[config.mk]
export PLATFORM = sky130hd
export DESIGN_NAME = uart_mem_loader
export DESIGN_NICKNAME = d
export VERILOG_FILES = /design/src/rtl/uart_mem_loader_pkg.sv /design/src/rtl/mem_loader_ser.sv /design/src/rtl/uart_mem_loader.sv
export SDC_FILE = /design/constraint.sdc
export NUM_CORES = 1
export LEC_CHECK = 0
export CAP_MARGIN = 20
export CORE_UTILIZATION = 53
export DETAILED_ROUTE_END_ITERATION = 16
export GPL_ROUTABILITY_DRIVEN = 0
export GPL_TIMING_DRIVEN = 0
export PLACE_DENSITY = 0.78
export SLEW_MARGIN = 20
export SYNTH_ARGS = -nofsm -noshare
export SYNTH_HDL_FRONTEND = slang
export SYNTH_SLANG_ARGS = --single-unit
[constraint.sdc]
create_clock -name clk -period 9 [get_ports clk]
set_input_delay 1.35 -clock clk [delete_from_list [all_inputs] [get_ports clk]]
set_output_delay 1.35 -clock clk [all_outputs]
set_load 0.005 [all_outputs]
[src/rtl/uart_mem_loader_pkg.sv]
// Shared definitions for the UART boot loader/dumper: FSM state encodings,
// byte-lane helpers and counter-width functions.
package uart_mem_loader_pkg;

  // 4-bit state encodings, also exported on the debug state port
  typedef enum logic [3:0] {
    S_LOAD = 4'd0,
    S_RUN  = 4'd1,
    S_RD   = 4'd2,
    S_WAIT = 4'd3,
    S_TX   = 4'd4,
    S_CSUM = 4'd5,
    S_DONE = 4'd6
  } state_t;

  localparam int STATE_W = 4;

  // Ceiling log2; clog2(1) = 0
  function automatic int clog2(input int value);
    int r;
    int v;
    r = 0;
    v = value - 1;
    while (v > 0) begin
      r = r + 1;
      v = v >> 1;
    end
    return r;
  endfunction

  // Number of bytes per memory word
  function automatic int bytes_of(input int data_w);
    return data_w / 8;
  endfunction

  // Lane counter width; at least one bit even for single-byte words
  function automatic int lane_w(input int bytes);
    return (clog2(bytes) < 1) ? 1 : clog2(bytes);
  endfunction

endpackage

[src/rtl/mem_loader_ser.sv]
// Parallel-load word shift register that hands out its bytes LSB first over
// a valid/ready handshake. A load arms BYTES transfers; byte_last flags the
// handshake that drains the final byte.
module mem_loader_ser #(
  parameter int DATA_W = 64,
  parameter int BYTES  = 8,
  parameter int CNT_W  = 4
) (
  input  logic              clk,
  input  logic              rst,
  input  logic              load,
  input  logic [DATA_W-1:0] load_data,
  output logic [7:0]        byte_data,
  output logic              byte_valid,
  input  logic              byte_ready,
  output logic              byte_last
);

  logic [DATA_W-1:0] sh_reg;
  logic [CNT_W-1:0]  cnt_reg;
  logic              fire;

  assign byte_data  = sh_reg[7:0];
  assign byte_valid = (cnt_reg != '0);
  assign fire       = byte_valid && byte_ready;
  assign byte_last  = fire && (cnt_reg == CNT_W'(1));

  // Load a fresh word, or shift out one byte per accepted handshake
  always_ff @(posedge clk or posedge rst) begin
    if (rst) begin
      sh_reg  <= '0;
      cnt_reg <= '0;
    end else if (load) begin
      sh_reg  <= load_data;
      cnt_reg <= CNT_W'(BYTES);
    end else if (fire) begin
      sh_reg  <= sh_reg >> 8;
      cnt_reg <= cnt_reg - CNT_W'(1);
    end
  end

endmodule

[src/rtl/uart_mem_loader.sv]
// Boot loader/dumper between the UART byte stream and data-memory port B.
// Packs received bytes little-endian into words and writes LOAD_WORDS words
// from address 0, pulses flsh, then on a sys_fin rising edge reads DUMP_WORDS
// words from DUMP_BASE and streams them back as bytes.
// Optional build macro: LOADER_CHECKSUM_EN appends a mod-256 sum byte.
module uart_mem_loader
  import uart_mem_loader_pkg::*;
#(
  parameter int DATA_W     = 64,
  parameter int ADDR_W     = 14,
  parameter int LOAD_WORDS = 1024,
  parameter int DUMP_BASE  = 0,
  parameter int DUMP_WORDS = 256,
  parameter int RD_LAT     = 1
) (
  input  logic              clk,
  input  logic              rst,
  input  logic [7:0]        rx_data,
  input  logic              rx_valid,
  output logic [7:0]        tx_data,
  output logic              tx_valid,
  input  logic              tx_ready,
  output logic              mem_en,
  output logic              mem_we,
  output logic [ADDR_W-1:0] mem_addr,
  output logic [DATA_W-1:0] mem_din,
  input  logic [DATA_W-1:0] mem_dout,
  input  logic              sys_fin,
  output logic              flsh,
  output logic [3:0]        state
);

  localparam int BYTES  = bytes_of(DATA_W);
  localparam int LANE_W = lane_w(BYTES);
  localparam int CNT_W  = clog2(BYTES + 1);

  localparam logic [ADDR_W-1:0] LAST_LOAD = ADDR_W'(LOAD_WORDS - 1);
  localparam logic [ADDR_W-1:0] LAST_DUMP = ADDR_W'(DUMP_WORDS - 1);
  localparam logic [ADDR_W-1:0] BASE_A    = ADDR_W'(DUMP_BASE);
  localparam logic [1:0]        WAIT_LAST = 2'(RD_LAT - 1);

  state_t state_reg, state_next;

  logic [7:0]        lane_reg [BYTES];
  logic [LANE_W-1:0] lane_cnt_reg;
  logic [DATA_W-1:0] word_next;
  logic [DATA_W-1:0] wr_word_reg;
  logic              wr_pend_reg;
  logic [ADDR_W-1:0] word_cnt_reg;
  logic [ADDR_W-1:0] dump_cnt_reg;
  logic [1:0]        wait_cnt_reg;
  logic              sys_fin_reg, sys_fin_d_reg;
  logic              flsh_reg;

  logic              load_byte, lane_last, fin_edge;
  logic              ser_load, ser_valid, ser_ready, ser_last;
  logic [7:0]        ser_byte;

  assign load_byte = (state_reg == S_LOAD) && rx_valid;
  assign lane_last = (lane_cnt_reg == LANE_W'(BYTES - 1));
  assign fin_edge  = sys_fin_reg && !sys_fin_d_reg;
  assign ser_load  = (state_reg == S_WAIT) && (wait_cnt_reg == WAIT_LAST);
  assign ser_ready = (state_reg == S_TX) && tx_ready;
  assign flsh      = flsh_reg;
  assign state     = state_reg;

  genvar gi;
  generate
    for (gi = 0; gi < BYTES; gi++) begin : g_lane
      // Capture each received byte into its own little-endian lane
      always_ff @(posedge clk or posedge rst) begin
        if (rst)
          lane_reg[gi] <= '0;
        else if (load_byte && (lane_cnt_reg == LANE_W'(gi)))
          lane_reg[gi] <= rx_data;
      end
    end
  endgenerate

  // Completed word: stored lanes with the byte arriving now in the top lane
  always_comb begin
    word_next = '0;
    for (int i = 0; i < BYTES; i++)
      word_next[i*8 +: 8] = lane_reg[i];
    word_next[(BYTES-1)*8 +: 8] = rx_data;
  end

  // State register, pack/write pipeline, counters and sys_fin sampling
  always_ff @(posedge clk or posedge rst) begin
    if (rst) begin
      state_reg     <= S_LOAD;
      lane_cnt_reg  <= '0;
      wr_word_reg   <= '0;
      wr_pend_reg   <= 1'b0;
      word_cnt_reg  <= '0;
      dump_cnt_reg  <= '0;
      wait_cnt_reg  <= '0;
      sys_fin_reg   <= 1'b0;
      sys_fin_d_reg <= 1'b0;
      flsh_reg      <= 1'b0;
    end else begin
      state_reg     <= state_next;
      sys_fin_reg   <= sys_fin;
      sys_fin_d_reg <= sys_fin_reg;
      flsh_reg      <= (state_reg == S_LOAD) && (state_next == S_RUN);
      // Write is issued the cycle after the last lane arrives, so a byte in
      // that write cycle can already start lane 0 of the next word.
      wr_pend_reg   <= load_byte && lane_last;
      if (load_byte) begin
        lane_cnt_reg <= lane_last ? '0 : lane_cnt_reg + LANE_W'(1);
        if (lane_last)
          wr_word_reg <= word_next;
      end
      if ((state_reg == S_LOAD) && wr_pend_reg && (word_cnt_reg != LAST_LOAD))
        word_cnt_reg <= word_cnt_reg + ADDR_W'(1);
      if (state_reg == S_RD)
        wait_cnt_reg <= '0;
      else if (state_reg == S_WAIT)
        wait_cnt_reg <= wait_cnt_reg + 2'd1;
      if ((state_reg == S_TX) && ser_last && (dump_cnt_reg != LAST_DUMP))
        dump_cnt_reg <= dump_cnt_reg + ADDR_W'(1);
    end
  end

`ifdef LOADER_CHECKSUM_EN
  logic [7:0] csum_reg;

  // Running mod-256 sum of every data byte the transmitter accepts
  always_ff @(posedge clk or posedge rst) begin
    if (rst)
      csum_reg <= '0;
    else if ((state_reg == S_TX) && ser_valid && tx_ready)
      csum_reg <= csum_reg + ser_byte;
  end
`endif

  // Next-state decode and port B / transmitter output drive
  always_comb begin
    state_next = state_reg;
    mem_en     = 1'b0;
    mem_we     = 1'b0;
    mem_addr   = '0;
    mem_din    = '0;
    tx_valid   = 1'b0;
    tx_data    = '0;
    case (state_reg)
      S_LOAD: begin
        if (wr_pend_reg) begin
          mem_en   = 1'b1;
          mem_we   = 1'b1;
          mem_addr = word_cnt_reg;
          mem_din  = wr_word_reg;
          if (word_cnt_reg == LAST_LOAD)
            state_next = S_RUN;
        end
      end
      S_RUN: begin
        if (fin_edge)
          state_next = S_RD;
      end
      S_RD: begin
        mem_en     = 1'b1;
        mem_addr   = BASE_A + dump_cnt_reg;
        state_next = S_WAIT;
      end
      S_WAIT: begin
        if (wait_cnt_reg == WAIT_LAST)
          state_next = S_TX;
      end
      S_TX: begin
        tx_valid = ser_valid;
        tx_data  = ser_byte;
        if (ser_last) begin
          if (dump_cnt_reg != LAST_DUMP)
            state_next = S_RD;
          else
`ifdef LOADER_CHECKSUM_EN
            state_next = S_CSUM;
`else
            state_next = S_DONE;
`endif
        end
      end
`ifdef LOADER_CHECKSUM_EN
      S_CSUM: begin
        tx_valid = 1'b1;
        tx_data  = csum_reg;
        if (tx_ready)
          state_next = S_DONE;
      end
`endif
      S_DONE: state_next = S_DONE;
      default: state_next = S_DONE;
    endcase
  end

  mem_loader_ser #(
    .DATA_W (DATA_W),
    .BYTES  (BYTES),
    .CNT_W  (CNT_W)
  ) u_ser (
    .clk        (clk),
    .rst        (rst),
    .load       (ser_load),
    .load_data  (mem_dout),
    .byte_data  (ser_byte),
    .byte_valid (ser_valid),
    .byte_ready (ser_ready),
    .byte_last  (ser_last)
  );

endmodule

-- Yosys cells after proc, flatten, opt, wreduce, memory -nomap -nowiden
Cells that the tools add are included.
- input bits: 77
- logic and storage cells: 90
- register bits after elaboration: 229
- output and inout bits: 94
- eq/ne operators: 16
- reductions and logical operators: 27
- mux-type cells: 23
- add/sub/neg operators: 5
- operators with widths (operator ; number):
    2-to-1 mux 64 bit ; 4
    adder 14 x 1 -> 14 bit (second input constant) ; 2
    2-to-1 mux 4 bit ; 7
    case mux 14 bit (2 select lines) ; 1
    case mux 4 bit (5 select lines) ; 1
    logical AND 1 bit ; 19
    equality test 14 x 10 -> 1 bit (second input constant) ; 1
    2-to-1 mux 14 bit ; 1
    != test 14 x 10 -> 1 bit (second input constant) ; 1
    != test 14 x 8 -> 1 bit (second input constant) ; 1
    equality test 3 bit (second input constant) ; 4
    equality test 4 x 1 -> 1 bit (second input constant) ; 3
    equality test 4 x 2 -> 1 bit (second input constant) ; 2
    2-to-1 mux 8 bit ; 1
    equality test 3 x 2 -> 1 bit (second input constant) ; 2
    2-to-1 mux 3 bit ; 2
    equality test 4 x 3 -> 1 bit (second input constant) ; 1
    zero test 4 bit ; 1
    2-to-1 mux 2 bit ; 2
    nonzero test 2 bit ; 2
    nonzero test 4 bit ; 1
    subtractor 4 x 1 -> 4 bit (second input constant) ; 1
    adder 3 x 1 -> 3 bit (second input constant) ; 1
    equality test 3 x 1 -> 1 bit (second input constant) ; 1
    7 further kinds ; 9

-- Depth between registers and ports, before layout
Gate-level depths: netlist (run 1).
- word-level depth: 8
- depth in mapped cells: 8

-- Modules after synthesis
From an unflattened synthesis (run 1), not the netlist that was laid out.
- cell total of the unflattened synthesis: 983
- area total of the unflattened synthesis: 10945.5 um^2
- modules (own cells, without submodules) (module ; instances ; area an instance (um^2) ; cells an instance):
    uart_mem_loader ; 1 ; 7478.4 ; 594
    mem_loader_ser ; 1 ; 3467.1 ; 389

-- Worst setup path before layout (run 1)
OpenSTA, ideal clock, no wires.
- path kind: reg-to-output
- from: reg state_reg[0], in the netlist state[0]
- to: out mem_addr[11]
- required time: 7.650 ns
- cell stages (with the launch flop): 8
- setup slack: 5.926 ns
- data arrival time: 1.724 ns
- cell sequence: dfrtp_1 -> buf_6 -> nor3_1 -> nand3b_1 -> inv_1 -> clkbuf_1 -> clkbuf_1 -> a22o_1
- cells in the longest elaborated chain, start to end: 2
- elaborated cells on any way between the ends: 3
- classes of those cells: eq/ne (1); mux (1); reduce/logical (1)
- RTL lines (element ; line ; text):
    from (decl) ; uart_mem_loader.sv:42 ; state_t state_reg, state_next;
    from (signal assigned) ; uart_mem_loader.sv:102 ; state_reg <= state_next;
    equality test 4 x 2 -> 1 bit / zero test 4 bit (equally long branches) ; uart_mem_loader.sv:146 ; case (state_reg)
    case mux 14 bit (2 select lines) (*) ; uart_mem_loader.sv:146 ;
    to (decl) ; uart_mem_loader.sv:25 ; output logic [ADDR_W-1:0] mem_addr,
Every way passes the cells marked *; elsewhere a longest branch is shown, timed or not.

-- Worst setup path after layout (run 1)
- from: reg state_reg[0], in the netlist state[0]
- to: out mem_addr[1]
Same word-level chain as after synthesis.

==> out/qor.txt, run 1 <==
Status: completed
First-pass GRT wire length: 38.4 mm
Layout cell share with drive strength beyond 1: 0.177
Detailed router's first-iteration violation count: 442
Layout Nets: 1149
Relative slew slack: 0.537
FMAX: 0.210 GHz
Total of cells resized after clock tree synthesis: 0
Grt ovf: 0
Post-DP Area: 12200 µm²
RSZ-0062 raised after global routing: false
Antenna-violating nets left: 0
Die X: 140 µm
CTS H-tree lvls: 1
Ys flop type: dfrtp_1
Startpoint type of the worst setup path: register
DRT Pass-1 Iters: 5
Core footprint: 18700 µm²
Clock Latency Late Sink: 0.51 ns
Critical path data required time: 7.65 ns
# hold bufs at CTS: 0
Final setup violation count: 0
Maximum number of pins on one net before global-route repair: 86
Int Pwr: 1.68 mW
Die Y: 140 µm
Drt wl/cell: 18.3 µm
Pwr Density: 164 nW/µm²
Post-layout min period: 4.77 ns
Psw: 0.445 mW
Clock skew: 0.0138 ns
Synth Instances: 863
WL final: 24.0 mm
Cell Area, Synth: 10100 µm²
Clock slew at the register clock pins of the worst setup and hold paths: 0.06 ns
Via-to-Cell Ratio: 5.60
Register bit total from synthesis: 229
Pleak: 6.17 nW
Final hold violations: 0
PortBufs: 170
Synth top area cells: dfrtp_1 (57%), mux2_2 (14%), and2_1 (4.3%)
Design Power: 2.12 mW
Vias: 7346
Critical Path End Type: primary output
Cell taking the most area after synthesis: dfrtp_1
# rows: 50
Initial antenna violation count: 0
Ys async rst share: 1.00
Synth warn: 0
Synth top area share: 0.567
Crit-path cells: buf_6 -> nor3_1 -> nand3b_1 -> inv_1 -> clkbuf_1 -> clkbuf_1 -> a22o_1 -> clkdlybuf4s50_1
Max-cap violation count: 0
CP Max Fanout: 10
Worst-margin pin slew: 0.684 ns
Post-synth EDFFs: 0
IO Count: 171
ANT cells: 0
CTS tree: done
Most common cell on crit path: clkbuf_1
Clock Tree Root: clkbuf_16
Fin. max-slew vios: 0
Post-Place Cells: 1269
Sequential element share of the synthesized area: 0.567
Syn Area/Cell: 11.7 µm²
Clock Path Buffers: 3
Post-route cell area: 12900 µm²
HPWL Detailed: 16.3 mm
Die area: 19600 µm²
Layout Cells excl Fill: 1312
CTS buffer count: 24
Area grow syn2layout: 28.2%
Logic pwr share: 0.039
Tcrit/Tclk final: 0.530
Slowest cell on crit path: clkbuf_1
Reg power frac: 0.495
Clock sinks: 229
Max incr delay on CP: 0.52 ns
CP arrival: 3.42 ns
Syn nets: 951
Clk pwr share: 0.465
Kind of critical path: reg -> out
# DRC: 0
Hold_ws: 0.370 ns
Vias in the first global route: 7340
Gr usage total: 0.248
Initial Utilization: 0.540
Setup bufs post-CTS: 0
Sw frac: 0.210
Worst Hold Class: reg -> reg
Max VDD drop: 0.149 mV
Distinct cell type count after synthesis: 52
final timing paths:
| path | start | end | slack [ns] | cells after the start |
|---|---|---|---|---|
| max | state[0] | mem_addr[1] | 4.23 | 8 |
| min | sys_fin_reg | sys_fin_d_reg | 0.37 | 0 |
| max reg2reg | state[3] | u_ser.sh_reg[56] | 6.50 | 6 |
| min reg2reg | sys_fin_reg | sys_fin_d_reg | 0.37 | 0 |
| max in group asynchronous | rst | lane_reg[53] | 6.92 | 3 |
| min in group asynchronous | rst | lane_reg[20] | 1.30 | 2 |
layout by cell type (no fill, tap or decap), types with 15 or more instances in the layout:
master,instances
xnor2_1,19
o21ai_0,17
inv_1,20
dfrtp_1,229
nand3_1,71
nor2_1,15
clkdlybuf4s50_1,170
clkbuf_16,25
nand2_1,96
clkbuf_1,41
mux2_2,124
a22oi_1,57
and2_1,69
metal layers:
metal	wire [µm]	vias up	share of wire	global-route usage
li1	-	3423	-	-
met1	10400	3677	0.43	0.336
met2	11700	210	0.49	0.414
met3	1370	36	0.057	0.0499
met4	535	0	0.022	0.0602
met5	0	-	0	0
per-stage QoR:
step | setup WS (ns) | util | setup TNS (ns)
2_1_floorplan | 1.37 | - | 0
3_3_place_gp | -1.48 | 0.646 | -334.87
3_5_place_dp | 4.77 | 0.650 | 0
4_1_cts | 4.20 | 0.692 | 0
5_1_grt | 4.03 | 0.692 | 0
6_report | 4.23 | 0.692 | 0
cell families (layout without fill, tap and decap cells):
kind of cell | after synthesis | in the layout | synth area share
compound gates | 98 | 98 | 0.0689
xor+xnor | 26 | 26 | 0.0226
fa+ha+maj | 11 | 11 | 0.0136
buf+inv | 69 | 284 | 0.0285
flops | 229 | 229 | 0.567
mux | 125 | 125 | 0.139
other cells | 1 | 1 | 0.000371
simple gates | 304 | 304 | 0.159
cells in the mapped netlist, types with 2 or more instances:
| cell type | count |
|---|---|
| or2_2 | 4 |
| a21oi_1 | 5 |
| nor3_2 | 2 |
| nor2_1 | 15 |
| and3_1 | 7 |
| a22o_1 | 9 |
| a22oi_1 | 57 |
| xor2_1 | 7 |
| nor4_1 | 2 |
| and2_1 | 69 |
| clkbuf_1 | 34 |
| mux2_2 | 124 |
| xnor2_1 | 19 |
| buf_2 | 11 |
| nand3b_1 | 2 |
| nor3_1 | 5 |
| or3b_2 | 2 |
| and4_1 | 2 |
| o211ai_1 | 2 |
| ha_1 | 11 |
| nand2_1 | 96 |
| nor3b_2 | 2 |
| o2111ai_1 | 2 |
| buf_6 | 2 |
| nand3_1 | 71 |
| dfrtp_1 | 229 |
| nand4_1 | 11 |
| inv_1 | 21 |
| o21ai_0 | 17 |
power by group through the flow:
stage,Combinational (mW),Sequential [mW],Clock [mW]
6_report,0.0835,1.05,0.987
5_1_grt,0.0922,1.05,1.04
4_1_cts,0.0857,1.05,1.01
3_5_place_dp,0.0845,1.07,0
3_3_place_gp,0.0800,1.07,0
2_1_floorplan,0.0292,1.07,0
critical path, delay by kind of cell (launching register included):
family,cells,cell delay (ns)
compound gates,1,0.25
buf+inv,5,1.73
flops,1,0.42
simple gates,2,0.50
layout make-up:
| class | instances | area, µm² |
|---|---|---|
| Buffer | 48 | 209 |
| Clock buffer | 39 | 748 |
| Clock inverter | 4 | 45.0 |
| Fill cell | 1333 | 5760 |
| Inverter | 21 | 86.3 |
| Multi-Input combinational cell | 565 | 4080 |
| Sequential cell | 229 | 5730 |
| Tap cell | 234 | 293 |
| Timing Repair Buffer | 172 | 1760 |
Power figures use the tool's default switching activity.
==> inputs of run 2 (changes only) <==
--- a/config.mk
+++ b/config.mk
@@ -6,11 +6,11 @@
 export NUM_CORES = 1
 export LEC_CHECK = 0
 export CAP_MARGIN = 20
-export CORE_UTILIZATION = 53
+export CORE_UTILIZATION = 48
 export DETAILED_ROUTE_END_ITERATION = 16
 export GPL_ROUTABILITY_DRIVEN = 0
 export GPL_TIMING_DRIVEN = 0
-export PLACE_DENSITY = 0.78
+export PLACE_DENSITY = 0.74
 export SLEW_MARGIN = 20
 export SYNTH_ARGS = -nofsm -noshare
 export SYNTH_HDL_FRONTEND = slang
==> constraint.sdc (replaced) <==
create_clock -name clk -period 4.13 [get_ports clk]
set_input_delay 0.6195 -clock clk [delete_from_list [all_inputs] [get_ports clk]]
set_output_delay 0.6195 -clock clk [all_outputs]
set_load 0.005 [all_outputs]
==> out/qor.txt, run 2 (synthesis results as in run 1) <==
Drt wl/cell: 18.0 µm (-1.7%)
FF/Latch Area: 5730 µm² (unchanged)
IO Count: 171 (unchanged)
Pwr Density: 367 nW/µm² (+120%)
Area grow syn2layout: 30.3%
FMAX: 0.266 GHz
First-pass GRT wire length: 40.2 mm (+4.7%)
Clock Path Buffers: 3 (unchanged)
Worst Hold Class: reg -> reg
Sw frac: 0.207 (-0.00311)
Critical Path End Type: primary output
Detailed router's first-iteration violation count: 340 (-23%)
Initial Utilization: 0.494 (-0.0456)
Layout Nets: 1155 (+0.52%)
WL final: 24.4 mm (+1.5%)
Critical path data required time: 3.51 ns (-4.14 ns)
Gr usage total: 0.232 (-0.0160)
Max-cap violation count: 0 (unchanged)
Grt ovf: 0 (unchanged)
Kind of critical path: reg -> out
CTS tree: done
Vias: 7366 (+0.27%)
Maximum number of pins on one net before global-route repair: 35 (-59%)
Clock slew at the register clock pins of the worst setup and hold paths: 0.06 ns (about the same)
RSZ-0062 raised after global routing: false
Fin. max-slew vios: 0 (unchanged)
# DRC: 0 (unchanged)
Post-route cell area: 13200 µm² (+1.6%)
Clk pwr share: 0.487 (+0.022)
HPWL Detailed: 17.2 mm (+5.7%)
Final hold violations: 0 (unchanged)
Commonest cells after routing, fill and taps aside: dfrtp_1 (229), clkdlybuf4s50_1 (170), mux2_2 (124)
Post-layout min period: 3.76 ns
Clock sinks: 229 (unchanged)
Initial antenna violation count: 0 (unchanged)
Worst-margin pin slew: 0.722 ns (+0.0373 ns)
Setup WS pre-CTS: 0.635 ns (-4.13 ns)
Core footprint: 20400 µm² (+9.2%)
CP Max Fanout: 10 (unchanged)
Commonest non-fill, non-tap cell in the layout: dfrtp_1
Status: completed
CP arrival: 3.14 ns (-0.28 ns)
Crit-path cells: buf_6 -> nor3_1 -> nand3b_1 -> inv_1 -> clkbuf_2 -> clkbuf_1 -> a22o_1 -> clkdlybuf4s50_1
Die area: 21600 µm² (+10%)
Hold path depth: 0 (unchanged)
Die Y: 147 µm (+5.0%)
Reg2Reg Depth: 6 (unchanged)
Relative slew slack: 0.518 (-0.0195)
Vias in the first global route: 7547 (+2.8%)
DRT Pass-1 Iters: 6 (+1)
Slowest cell on crit path: clkdlybuf4s50_1
Layout cell share with drive strength beyond 1: 0.185 (+0.00807)
Area of the multi-input gates: 4080 µm² (unchanged)
CTS H-tree lvls: 1 (unchanged)
Clock Latency Late Sink: 0.53 ns (+0.02 ns)
Via-to-Cell Ratio: 5.44 (-2.9%)
Hold_ws: 0.385 ns (+0.0147 ns)
Die X: 147 µm (+5.0%)
Clock skew: 0.0191 ns (+0.00527 ns)
Final setup violation count: 0 (unchanged)
# hold bufs at CTS: 0 (unchanged)
Psw: 0.999 mW (+120%)
Tcrit/Tclk final: 0.909
# fillers: 1635 (+23%)
Sum Neg Setup Slack: 0 ns (unchanged)
Logic pwr share: 0.039 (about the same)
PortBufs: 170 (unchanged)
Pleak: 6.24 nW (+1.2%)
Reg power frac: 0.474 (-0.021)
Post-DP Area: 12300 µm² (+1.0%)
Antenna-violating nets left: 0 (unchanged)
Max incr delay on CP: 0.51 ns (about the same)
R2r setup slk: 1.64 ns (-4.86 ns)
# rows: 52 (+4.0%)
Startpoint type of the worst setup path: register
ANT cells: 0 (unchanged)
Fin util: 0.644 (-0.0480)
CTS buffer count: 25 (+4.2%)
Final WS setup: 0.374 ns (-3.86 ns)
Int Pwr: 3.83 mW (+130%)
Clock Tree Root: clkbuf_16
Max VDD drop: 0.395 mV (+170%)
run 2: layout make-up:
cell class                 count  share of cell area
clock inverter                 9              0.0115
sequential                   229               0.435
multi-input combinational    565               0.310
clock buffer                  36              0.0552
buffer                        48              0.0160
tap                          270              0.0257
timing repair buffer         177               0.140
inverter                      21             0.00627
run 2: metrics by stage:
step,cells,power (mW)
CTS,1355,4.88
global placement,1303,2.50
floorplan,863,2.39
finish,1355,4.83
detailed placement,1310,2.52
global route,1355,5.00
run 2: worst paths after layout:
check,startpoint,to
worst max-delay path,state[0],mem_addr[1]
worst min-delay path,sys_fin_reg,sys_fin_d_reg
max in group asynchronous,rst,wr_word_reg[35]
worst min register to register,sys_fin_reg,sys_fin_d_reg
min in group asynchronous,rst,wr_word_reg[6]
worst max register to register,state[3],u_ser.sh_reg[56]
run 2: worst max-delay path: cells and delay by family (launching register included):
family,cells,cell delay [ns]
flip-flops,1,0.42
AO/OA/AOI/OAI,1,0.25
buffers and inverters,5,1.49
AND/OR/NAND/NOR,2,0.47
run 2: metal layers:
metal	track usage	routed length (µm)
met5	0	0
met1	0.313	10400
met3	0.0525	1660
met2	0.382	11800
met4	0.0562	498
run 2: power groups by stage:
stage	logic (mW)	clock network (mW)	registers, mW
4_1_cts	0.194	2.39	2.29
6_report	0.190	2.35	2.29
2_1_floorplan	0.0640	0	2.33
3_5_place_dp	0.193	0	2.33
3_3_place_gp	0.174	0	2.33
5_1_grt	0.211	2.50	2.29
run 2: what timing repair did:
action,CTS,global route
setup endpoints to repair,0,40
buffers inserted,0,0
endpoints found under the hold margin,0,0
resized for setup,0,2
